`config.mk`:
```
export PLATFORM = sky130hd
export DESIGN_NAME = instr_prefetch
export DESIGN_NICKNAME = d
export VERILOG_FILES = /design/src/rtl/mips_pkg.sv /design/src/rtl/fetch_fifo.sv /design/src/rtl/instr_prefetch.sv
export SDC_FILE = /design/constraint.sdc
export NUM_CORES = 1
export LEC_CHECK = 0
export CAP_MARGIN = 10
export CORE_MARGIN = 10
export CORE_UTILIZATION = 58
export DETAILED_ROUTE_END_ITERATION = 8
export GPL_ROUTABILITY_DRIVEN = 0
export PLACE_DENSITY = 0.81
export SLEW_MARGIN = 0
export SYNTH_ARGS = -nofsm -noshare
export SYNTH_HDL_FRONTEND = slang
export SYNTH_SLANG_ARGS = --single-unit
```
`constraint.sdc`:
```
create_clock -name clk -period 2.95 [get_ports clk]
set_clock_uncertainty 0.15 [all_clocks]
set_input_delay 0.59 -clock clk [delete_from_list [all_inputs] [get_ports clk]]
set_output_delay 0.59 -clock clk [all_outputs]
set_load 0.01 [all_outputs]
```
`src/rtl/mips_pkg.sv`:
```
// Shared MIPS definitions: opcode/ALU encodings plus instruction prefetch types.
package mips_pkg;

    typedef enum logic {
        RUN   = 1'b0,
        FLUSH = 1'b1
    } pf_state_e;

    typedef enum logic [5:0] {
        OP_RTYPE = 6'h00,
        OP_J     = 6'h02,
        OP_JAL   = 6'h03,
        OP_BEQ   = 6'h04,
        OP_BNE   = 6'h05,
        OP_ADDI  = 6'h08,
        OP_ANDI  = 6'h0C,
        OP_ORI   = 6'h0D,
        OP_LUI   = 6'h0F,
        OP_LW    = 6'h23,
        OP_SW    = 6'h2B
    } opcode_e;

    typedef enum logic [3:0] {
        ALU_ADD,
        ALU_SUB,
        ALU_AND,
        ALU_OR,
        ALU_XOR,
        ALU_NOR,
        ALU_SLT,
        ALU_SLL,
        ALU_SRL,
        ALU_SRA,
        ALU_LUI
    } alu_op_e;

    typedef struct packed {
        logic [31:0] pc;
        logic [31:0] instr;
    } fetch_entry_t;

    localparam logic [31:0] PC_STEP = 32'd4;

    function automatic logic [31:0] word_align(input logic [31:0] a);
        return a & 32'hFFFF_FFFC;
    endfunction

endpackage

```
`src/rtl/fetch_fifo.sv`:
```
// Power-of-two synchronous FIFO with flush; used for fetched words and pending pcs.
module fetch_fifo #(
    parameter int DEPTH = 4,
    parameter int WIDTH = 64
) (
    input  logic                   clk,
    input  logic                   rst_n,
    input  logic                   flush,
    input  logic                   push,
    input  logic [WIDTH-1:0]       push_data,
    input  logic                   pop,
    output logic [WIDTH-1:0]       head,
    output logic [$clog2(DEPTH):0] count,
    output logic                   full,
    output logic                   empty
);

    localparam int AW = $clog2(DEPTH);
    localparam int CW = AW + 1;

    logic [WIDTH-1:0] mem_q [DEPTH];
    logic [WIDTH-1:0] mem_d [DEPTH];
    logic [AW-1:0]    wr_q, wr_d;
    logic [AW-1:0]    rd_q, rd_d;
    logic [CW-1:0]    cnt_q, cnt_d;

    // Flush drops contents but leaves stored words in place
    always_comb begin
        mem_d = mem_q;
        wr_d  = wr_q;
        rd_d  = rd_q;
        cnt_d = cnt_q;
        if (flush) begin
            wr_d  = '0;
            rd_d  = '0;
            cnt_d = '0;
        end else begin
            if (push) begin
                mem_d[wr_q] = push_data;
                wr_d        = wr_q + 1'b1;
            end
            if (pop) begin
                rd_d = rd_q + 1'b1;
            end
            cnt_d = cnt_q + CW'(push) - CW'(pop);
        end
    end

    always_ff @(posedge clk or negedge rst_n) begin
        if (!rst_n) begin
            mem_q <= '{default: '0};
            wr_q  <= '0;
            rd_q  <= '0;
            cnt_q <= '0;
        end else begin
            mem_q <= mem_d;
            wr_q  <= wr_d;
            rd_q  <= rd_d;
            cnt_q <= cnt_d;
        end
    end

    assign head  = mem_q[rd_q];
    assign count = cnt_q;
    assign full  = (cnt_q == CW'(DEPTH));
    assign empty = (cnt_q == '0);

endmodule

```
`src/rtl/instr_prefetch.sv`:
```
// Instruction prefetcher: credit-limited memory reads into a small buffer, flush on redirect.
module instr_prefetch
    import mips_pkg::*;
#(
    parameter logic [31:0] PC_INIT = 32'h0,
    parameter int          DEPTH   = 4
) (
    input  logic        clk,
    input  logic        reset,
    input  logic        redirect,
    input  logic [31:0] redirect_pc,
    output logic        fetch_valid,
    output logic [31:0] fetch_instr,
    output logic [31:0] fetch_pc,
    input  logic        fetch_ready,
    output logic        mem_req,
    output logic [31:0] mem_addr,
    input  logic        mem_gnt,
    input  logic        mem_rvalid,
    input  logic [31:0] mem_rdata
);

    localparam int          CW      = $clog2(DEPTH) + 1;
    localparam logic [CW:0] DEPTH_W = (CW + 1)'(DEPTH);

    pf_state_e    state_q, state_d;
    logic [31:0]  next_pc_q, next_pc_d;
    fetch_entry_t last_q, last_d;

    fetch_entry_t head_entry, push_entry, view;
    logic [CW-1:0] count, outstanding, out_after;
    logic [CW:0]   credits;
    logic [31:0]   pend_pc;
    logic          accept, push, pop;
    logic          data_full, data_empty, pend_full, pend_empty;

    fetch_fifo #(
        .DEPTH (DEPTH),
        .WIDTH (64)
    ) u_data_fifo (
        .clk       (clk),
        .rst_n     (reset),
        .flush     (redirect),
        .push      (push),
        .push_data (push_entry),
        .pop       (pop),
        .head      (head_entry),
        .count     (count),
        .full      (data_full),
        .empty     (data_empty)
    );

    // Pending queue is never flushed: stale responses must still retire in order
    fetch_fifo #(
        .DEPTH (DEPTH),
        .WIDTH (32)
    ) u_pend_fifo (
        .clk       (clk),
        .rst_n     (reset),
        .flush     (1'b0),
        .push      (accept),
        .push_data (next_pc_q),
        .pop       (mem_rvalid),
        .head      (pend_pc),
        .count     (outstanding),
        .full      (pend_full),
        .empty     (pend_empty)
    );

    always_ff @(posedge clk or negedge reset) begin
        if (!reset) begin
            state_q <= RUN;
        end else begin
            state_q <= state_d;
        end
    end

    assign out_after = outstanding - CW'(mem_rvalid);

    always_comb begin
        state_d = state_q;
        if (redirect) begin
            state_d = (out_after != '0) ? FLUSH : RUN;
        end else if (state_q == FLUSH && mem_rvalid && out_after == '0) begin
            state_d = RUN;
        end
    end

    always_comb begin
        credits     = {1'b0, count} + {1'b0, outstanding};
        mem_req     = reset & (state_q == RUN) & ~redirect & (credits < DEPTH_W);
        accept      = mem_req & mem_gnt;
        fetch_valid = ~data_empty & (state_q == RUN);
        pop         = fetch_valid & fetch_ready & ~redirect;
        push        = (state_q == RUN) & mem_rvalid & ~redirect;
        push_entry  = '{pc: pend_pc, instr: mem_rdata};
        view        = data_empty ? last_q : head_entry;
        fetch_pc    = view.pc;
        fetch_instr = view.instr;
        mem_addr    = next_pc_q;
    end

    always_comb begin
        next_pc_d = next_pc_q;
        if (redirect) begin
            next_pc_d = word_align(redirect_pc);
        end else if (accept) begin
            next_pc_d = next_pc_q + PC_STEP;
        end
        last_d = view;
    end

    always_ff @(posedge clk or negedge reset) begin
        if (!reset) begin
            next_pc_q <= PC_INIT;
            last_q    <= '0;
        end else begin
            next_pc_q <= next_pc_d;
            last_q    <= last_d;
        end
    end

`ifndef SYNTHESIS
    a_push_full: assert property (@(posedge clk) disable iff (!reset)
        !(push && data_full));
    a_rvalid_idle: assert property (@(posedge clk) disable iff (!reset)
        !(mem_rvalid && pend_empty));
    a_pend_over: assert property (@(posedge clk) disable iff (!reset)
        !(accept && pend_full));
`endif

endmodule
```
==> flow_metrics.env <==
export IMPL_swShare_pct=26.2
export IMPL_power_density_mw_per_mm2=770
export IMPL_dp_cells=1946
export IMPL_mostFrequentLayoutCell="dfrtp_1"
export IMPL_start_kind="flop"
export IMPL_ant_nets=0
export IMPL_cts_htree_levels=2
export IMPL_tightest_slew_ns=0.947
export IMPL_cap_violations=0
export IMPL_cts_max_path_buffers=3
export IMPL_clk_latency_ns=0.56
export IMPL_grt_pass1_vias=13505
export IMPL_grt_max_degree=172
export IMPL_cts_sinks=477
export IMPL_clockRootBuffer="clkbuf_16"
export IMPL_endpoint_kind="output pin"
export IMPL_netlist_area_mm2=0.0210
export IMPL_post_route_util_pct=72.0
export IMPL_cts_buffers=50
export IMPL_dpl_hpwl_um=28400
export IMPL_avgSynthCellArea_um2=15.2
export IMPL_fin_area_mm2=0.0257
export IMPL_antenna_cells=0
export IMPL_pre_cts_slack_ns=0.147
export IMPL_die_h_um=210
export IMPL_path_class="flop to output pin"
export IMPL_post_drt_wl_per_cell_um=22.9
export IMPL_io_buffers=163
export IMPL_comb_power_share_pct=24.4
export IMPL_power_share_clock_pct=33.1
export IMPL_dieArea_mm2=0.0443
export IMPL_synthArstFlopShare_pct=100
export IMPL_setup_violations=53
export IMPL_pin_count=168
export IMPL_internal_power_w=0.0146
export IMPL_initial_core_util_pct=59.0
export IMPL_sequentialPowerShare_pct=42.5
export IMPL_core_mm2=0.0357
export IMPL_synth_warnings=0
export IMPL_status="finished with violations"
export IMPL_cts_reportedPaths_clkPinSlew_ns=0.06
export IMPL_power_switching_w=0.00519
export IMPL_synth_edf_count=0
export IMPL_ir_drop_uv=488
export IMPL_finalHoldViolCount=0
export IMPL_drt_pass1_iter_count=5
export IMPL_avgViaCountPerCell=6.06
export IMPL_violations="negative setup slack"
export IMPL_maxSlewHeadroom_pct=36.9
export IMPL_antenna_found_initial=1
export IMPL_area_growth_pct=22.1
export IMPL_wirelength_um=47600
export IMPL_fin_total_pwr_w=0.0198
export IMPL_fin_nets=1663
export IMPL_track_usage_pct=21.7
export IMPL_min_period_ns=3.06
export IMPL_critPathArrivalTime_ns=2.32
export IMPL_synthDistinctLibCells=55
export IMPL_critPathMaxFanout=6
export IMPL_fin_crit_sh_pct=104
export IMPL_p_leak_nw=12.3
export IMPL_drc=0
export IMPL_dpl_cell_area_mm2=0.0232
export IMPL_overflow=0
export IMPL_grt_pass1_wl_um=77400
export IMPL_rsz0062_at_grt="yes"
export IMPL_ys_ff_latch=477
export IMPL_final_cell_mix="472 x dfrtp_1, 339 x mux2_2, 96 x clkdlybuf4s50_1"
export IMPL_fin_cells=2074
export IMPL_fmax_ghz=0.327
export IMPL_dieWidth_um=210
export IMPL_netlist_instances=1389
export IMPL_slew_violations=0
export IMPL_ys_seq_area_share_pct=56.7
export IMPL_worst_slack_ns=-0.106
export IMPL_num_rows=69
export IMPL_drt_iter0_drc=1046
export IMPL_cts_tree="yes"
export IMPL_vias=12572
export IMPL_required_ns=2.21
export IMPL_layout_drive_gt1_share_pct=45.5
export IMPL_min_path_type="input port to flop"
export IMPL_synth_ff_type="dfrtp_1"
## kinds of logic (layout without fill, tap and decap cells)
family	count (synthesis)	after routing	share of synthesized area [%]
XOR/XNOR	11	11	0.458
AND/OR/NAND/NOR	171	171	4.42
flip-flops	477	477	56.7
buffers and inverters	121	344	2.76
other	1	2	0.0178
adder cells (fa/ha/maj)	19	19	1.20
multiplexers	504	504	31.9
AO/OA/AOI/OAI	85	85	2.57
## metrics by stage
| step | TNS (ns) | hold WS (ns) |
|---|---|---|
| 6_report | -1.92 | 0.184 |
| 5_1_grt | -6.12 | 0.187 |
| 4_1_cts | -5.57 | 0.174 |
| 3_5_place_dp | 0 | 0.319 |
| 3_3_place_gp | 0 | 0.306 |
| 2_1_floorplan | 0 | 0.144 |
## cells in the mapped netlist, types with 2 or more instances
cell type | count | area (um2)
a211oi_1 | 2 | 15.0
a21boi_0 | 2 | 15.0
a21o_1 | 2 | 15.0
a21oi_1 | 6 | 30.0
a221o_1 | 5 | 50.1
a31oi_1 | 6 | 37.5
and2_1 | 3 | 18.8
and3_1 | 6 | 37.5
buf_1 | 4 | 15.0
buf_2 | 51 | 255
buf_4 | 13 | 97.6
clkbuf_1 | 29 | 109
clkbuf_2 | 3 | 15.0
dfrtp_1 | 477 | 11900
fa_1 | 2 | 40.0
ha_1 | 17 | 213
inv_1 | 19 | 71.3
mux2_1 | 6 | 67.6
mux2_2 | 400 | 4500
mux2i_1 | 6 | 60.1
mux4_2 | 92 | 2070
nand2_1 | 65 | 244
nand2_4 | 4 | 45.0
nand3_1 | 19 | 95.1
nand3_2 | 2 | 20.0
nand3b_1 | 4 | 30.0
nand4_1 | 9 | 56.3
nand4_4 | 3 | 63.8
nor2_1 | 28 | 105
nor2_2 | 3 | 18.8
nor2b_1 | 2 | 12.5
nor3_1 | 6 | 30.0
nor4_1 | 4 | 25.0
o211ai_1 | 10 | 75.1
o21ai_0 | 40 | 200
o311ai_0 | 6 | 52.6
o311ai_1 | 2 | 17.5
or3_1 | 4 | 25.0
or4_1 | 2 | 15.0
xnor2_1 | 6 | 52.6
xor2_1 | 5 | 43.8
## power groups by stage
stage | Clock [W] | Sequential [W] | Combinational [W]
finish | 0.00655 | 0.00841 | 0.00483
global route | 0.00695 | 0.00855 | 0.00519
CTS | 0.00665 | 0.00839 | 0.00473
detailed placement | 0 | 0.00847 | 0.00423
global placement | 0 | 0.00839 | 0.00411
floorplan | 0 | 0.00821 | 0.00269
## registers in the layout, indices dropped and copies added, names as in the netlist
signal	count
u_data_fifo.mem_q	248
u_pend_fifo.mem_q	120
last_q	64
mem_addr	30
u_data_fifo.count	3
u_pend_fifo.count	3
u_data_fifo.rd_q	2
u_data_fifo.wr_q	2
u_pend_fifo.rd_q	2
u_pend_fifo.wr_q	2
state_q	1
## routing by layer
layer	vias to the layer above	GRT usage, %	part of all wire, %
met5	-	0	0.017
met2	363	35.6	49
met3	87	4.84	5.9
li1	5453	-	-
met4	2	4.70	1.9
met1	6667	29.3	43
## worst max-delay path, stage by stage, from the launching register on
cell	delay, ns
dfrtp_4	0.50
buf_6	0.13
buf_6	0.13
buf_16	0.15
mux4_2	0.43
mux2_4	0.30
buf_6	0.12
## worst paths after layout
path | from | to | slack [ns] | depth (start not counted)
worst max-delay path | u_data_fifo.rd_q[0] | fetch_instr[16] | -0.11 | 6
worst min-delay path | redirect | u_data_fifo.wr_q[0] | 0.18 | 2
worst max register to register | u_data_fifo.count[2] | u_pend_fifo.mem_q[77] | 0.27 | 7
worst min register to register | u_pend_fifo.mem_q[101] | u_pend_fifo.mem_q[101] | 0.33 | 2
max in group asynchronous | reset | u_data_fifo.rd_q[1] | 0.77 | 4
min in group asynchronous | reset | u_data_fifo.mem_q[195] | 0.58 | 3
## area by class of cell
class                   instances  area [um2]
clock buffers                  74        1500
clock inverters                17         235
fillers                      2172        9970
multi-input cells             792        8790
repair buffers                233        2570
flip-flops and latches        477       11900
well taps                     461         577
inverters                      20        77.6
## what timing repair did
action	4_1_cts	5_1_grt
endpoints found under the hold margin	35	0
resized for setup	388	23
pin swaps	3	3
setup endpoints to repair	65	63
setup buffers	22	11
hold buffers	1	0
cloned	8	0
Power figures use the tool's default switching activity.
==> edit: new RTL, same settings <==
Make the reset (`reset` and `rst_n`) synchronous in 3 clocked blocks.
--- a/src/rtl/fetch_fifo.sv
+++ b/src/rtl/fetch_fifo.sv
@@ -46,7 +46,7 @@
         end
     end
 
-    always_ff @(posedge clk or negedge rst_n) begin
+    always_ff @(posedge clk) begin
         if (!rst_n) begin
             mem_q <= '{default: '0};
             wr_q  <= '0;
--- a/src/rtl/instr_prefetch.sv
+++ b/src/rtl/instr_prefetch.sv
@@ -67,7 +67,7 @@
         .empty     (pend_empty)
     );
 
-    always_ff @(posedge clk or negedge reset) begin
+    always_ff @(posedge clk) begin
         if (!reset) begin
             state_q <= RUN;
         end else begin
@@ -110,7 +110,7 @@
         last_d = view;
     end
 
-    always_ff @(posedge clk or negedge reset) begin
+    always_ff @(posedge clk) begin
         if (!reset) begin
             next_pc_q <= PC_INIT;
             last_q    <= '0;
Check against the original RTL: not equivalent (Yosys sat finds a counterexample within 4 cycles, from zero or initial values and one cycle with reset low; the reset may be asserted at any time).
==> edit against the original RTL <==
- setup slack better by 0.14 ns
- design area down 5.7%
- highest routed layer is now met4
- via count up 39%
- routed wire length up 18%
- sequential cell count unchanged
- area after synthesis down 4.8%
Power is not compared: it rests on default switching activity, and its combinational part moved more than twofold at a synthesized area within 25%.
==> edit: results (changes against the original RTL) <==
Place WS=-0.186 ns (-0.334 ns); clock tree root driver cell=clkbuf_16; post-synthesis async set-or-reset flop share=0 (-1.00); share of layout cells above drive strength 1=0.134 (-0.321); DR vias/cell=5.80 (-4.4%); GRT Overall Usage=0.258 (+0.0409); Critical R2R Launch=u_data_fifo.count[1]$_SDFF_PP0_; first-pass GRT wire length=89.6 mm (+16%); ranking of synthesized cells by area=dfxtp_1, nand2_1, mux4_2, a21oi_1, clkbuf_1; r2r endpoint=mem_addr[7]$_SDFFE_PN0P_; placed instance area=22200 sq um (-4.3%); path depth of the worst reg2reg path=8 (+1); CP max FO=8 (+2); 1st-pass router iterations=6 (+1); initial antenna violation count=0 (-1); slack of the worst reg-to-reg path=0.15 ns (-0.12 ns); worst hold path endpoint=u_pend_fifo.mem_q[23]$_SDFFE_PN0P_; pin count of the biggest net entering global routing=226 (+31%); DR iter-0 viols=1483 (+42%); Worst Hold Class=reg -> reg; WP data arrival=2.18 ns (-0.14 ns); final net count=2614 (+57%); status=finished, final reports clean; cts bufs inserted=48 (-4.0%); Post-DP HPWL=33.1 mm (+17%); DRT Wirelength=56.0 mm (+18%); register area share after synthesis=0.477 (-0.0905)
-- edit: how the worst max path moves through the flow --
| stage | startpoint | endpoint | slack, ns | cells past startpoint |
|---|---|---|---|---|
| 6_report | u_data_fifo.rd_q[0]$_SDFFE_PP0P_ | fetch_instr[7] | 0.03 | 7 |
| 5_1_grt | u_data_fifo.rd_q[0]$_SDFFE_PP0P_ | fetch_instr[16] | -0.02 | 7 |
| 4_1_cts | u_data_fifo.rd_q[0]$_SDFFE_PP0P_ | fetch_pc[12] | -0.11 | 6 |
| 3_5_place_dp | redirect | mem_addr[17]$_SDFFE_PN0P_ | -0.19 | 8 |
| 3_3_place_gp | redirect | mem_addr[12]$_SDFFE_PN0P_ | -0.12 | 8 |
| 2_1_floorplan | redirect | u_pend_fifo.count[2]$_SDFF_PN0_ | 0.32 | 11 |
-- edit: layer usage --
metal  track usage  share of wire  vias up
met1         0.314           0.39     8351
met2         0.452           0.50      793
li1              -              -     8242
met4        0.0889          0.023        0
met5             0              0        -
met3        0.0455          0.093      103
-- edit: metrics by stage --
| stage | cells | power, uW | utilization | TNS [ns] |
|---|---|---|---|---|
| 2_1_floorplan | 2421 | 7330 | - | 0 |
| 3_3_place_gp | 2905 | 7720 | 0.648 | -1.15 |
| 3_5_place_dp | 2905 | 7740 | 0.648 | -2.16 |
| 4_1_cts | 3010 | 14100 | 0.703 | -0.423 |
| 5_1_grt | 3016 | 14500 | 0.707 | -0.0701 |
| 6_report | 3017 | 14100 | 0.707 | 0 |
-- edit: cells by family after synthesis --
logic type	Yosys count	share of synthesized area
AOI/OAI and AO/OA	454	0.118
xor gates and xnor gates	11	0.00481
adders and majority gates	19	0.0126
buffers and inverters	223	0.0500
DFF	477	0.477
muxes	93	0.104
other	1	0.000187
and+or+nand+nor	1142	0.233
-- edit: power by group through the flow --
stage	Clock, uW	Combinational, uW	Sequential, uW
floorplan	0	591	6730
global placement	0	948	6770
detailed placement	0	965	6780
CTS	6440	1010	6640
global route	6710	1100	6650
finish	6390	1020	6640
-- edit: worst max-delay path: stages, from the launching register on --
cell and delay (ns):
dfxtp_4 0.37, buf_12 0.17, buf_4 0.14, buf_12 0.14
mux4_2 0.51, nand2_2 0.09, nand2_1 0.07, buf_2 0.14
-- edit: final cells by class --
class                           count  area (sq um)
Multi-Input combinational cell   1721          9590
Fill cell                        2514         10100
Antenna cell                        1          2.50
Tap cell                          455           569
Clock buffer                       64          1380
Inverter                           17          71.3
Timing Repair Buffer              260          2770
Clock inverter                     22           292
Sequential cell                   477          9560
-- edit: what timing repair did --
action / 4_1_cts / 5_1_grt
setup buffers: 13 / 7
setup endpoints to repair: 65 / 59
pin swaps: 3 / 5
cloned: 6 / 2
gates resized for setup: 158 / 69
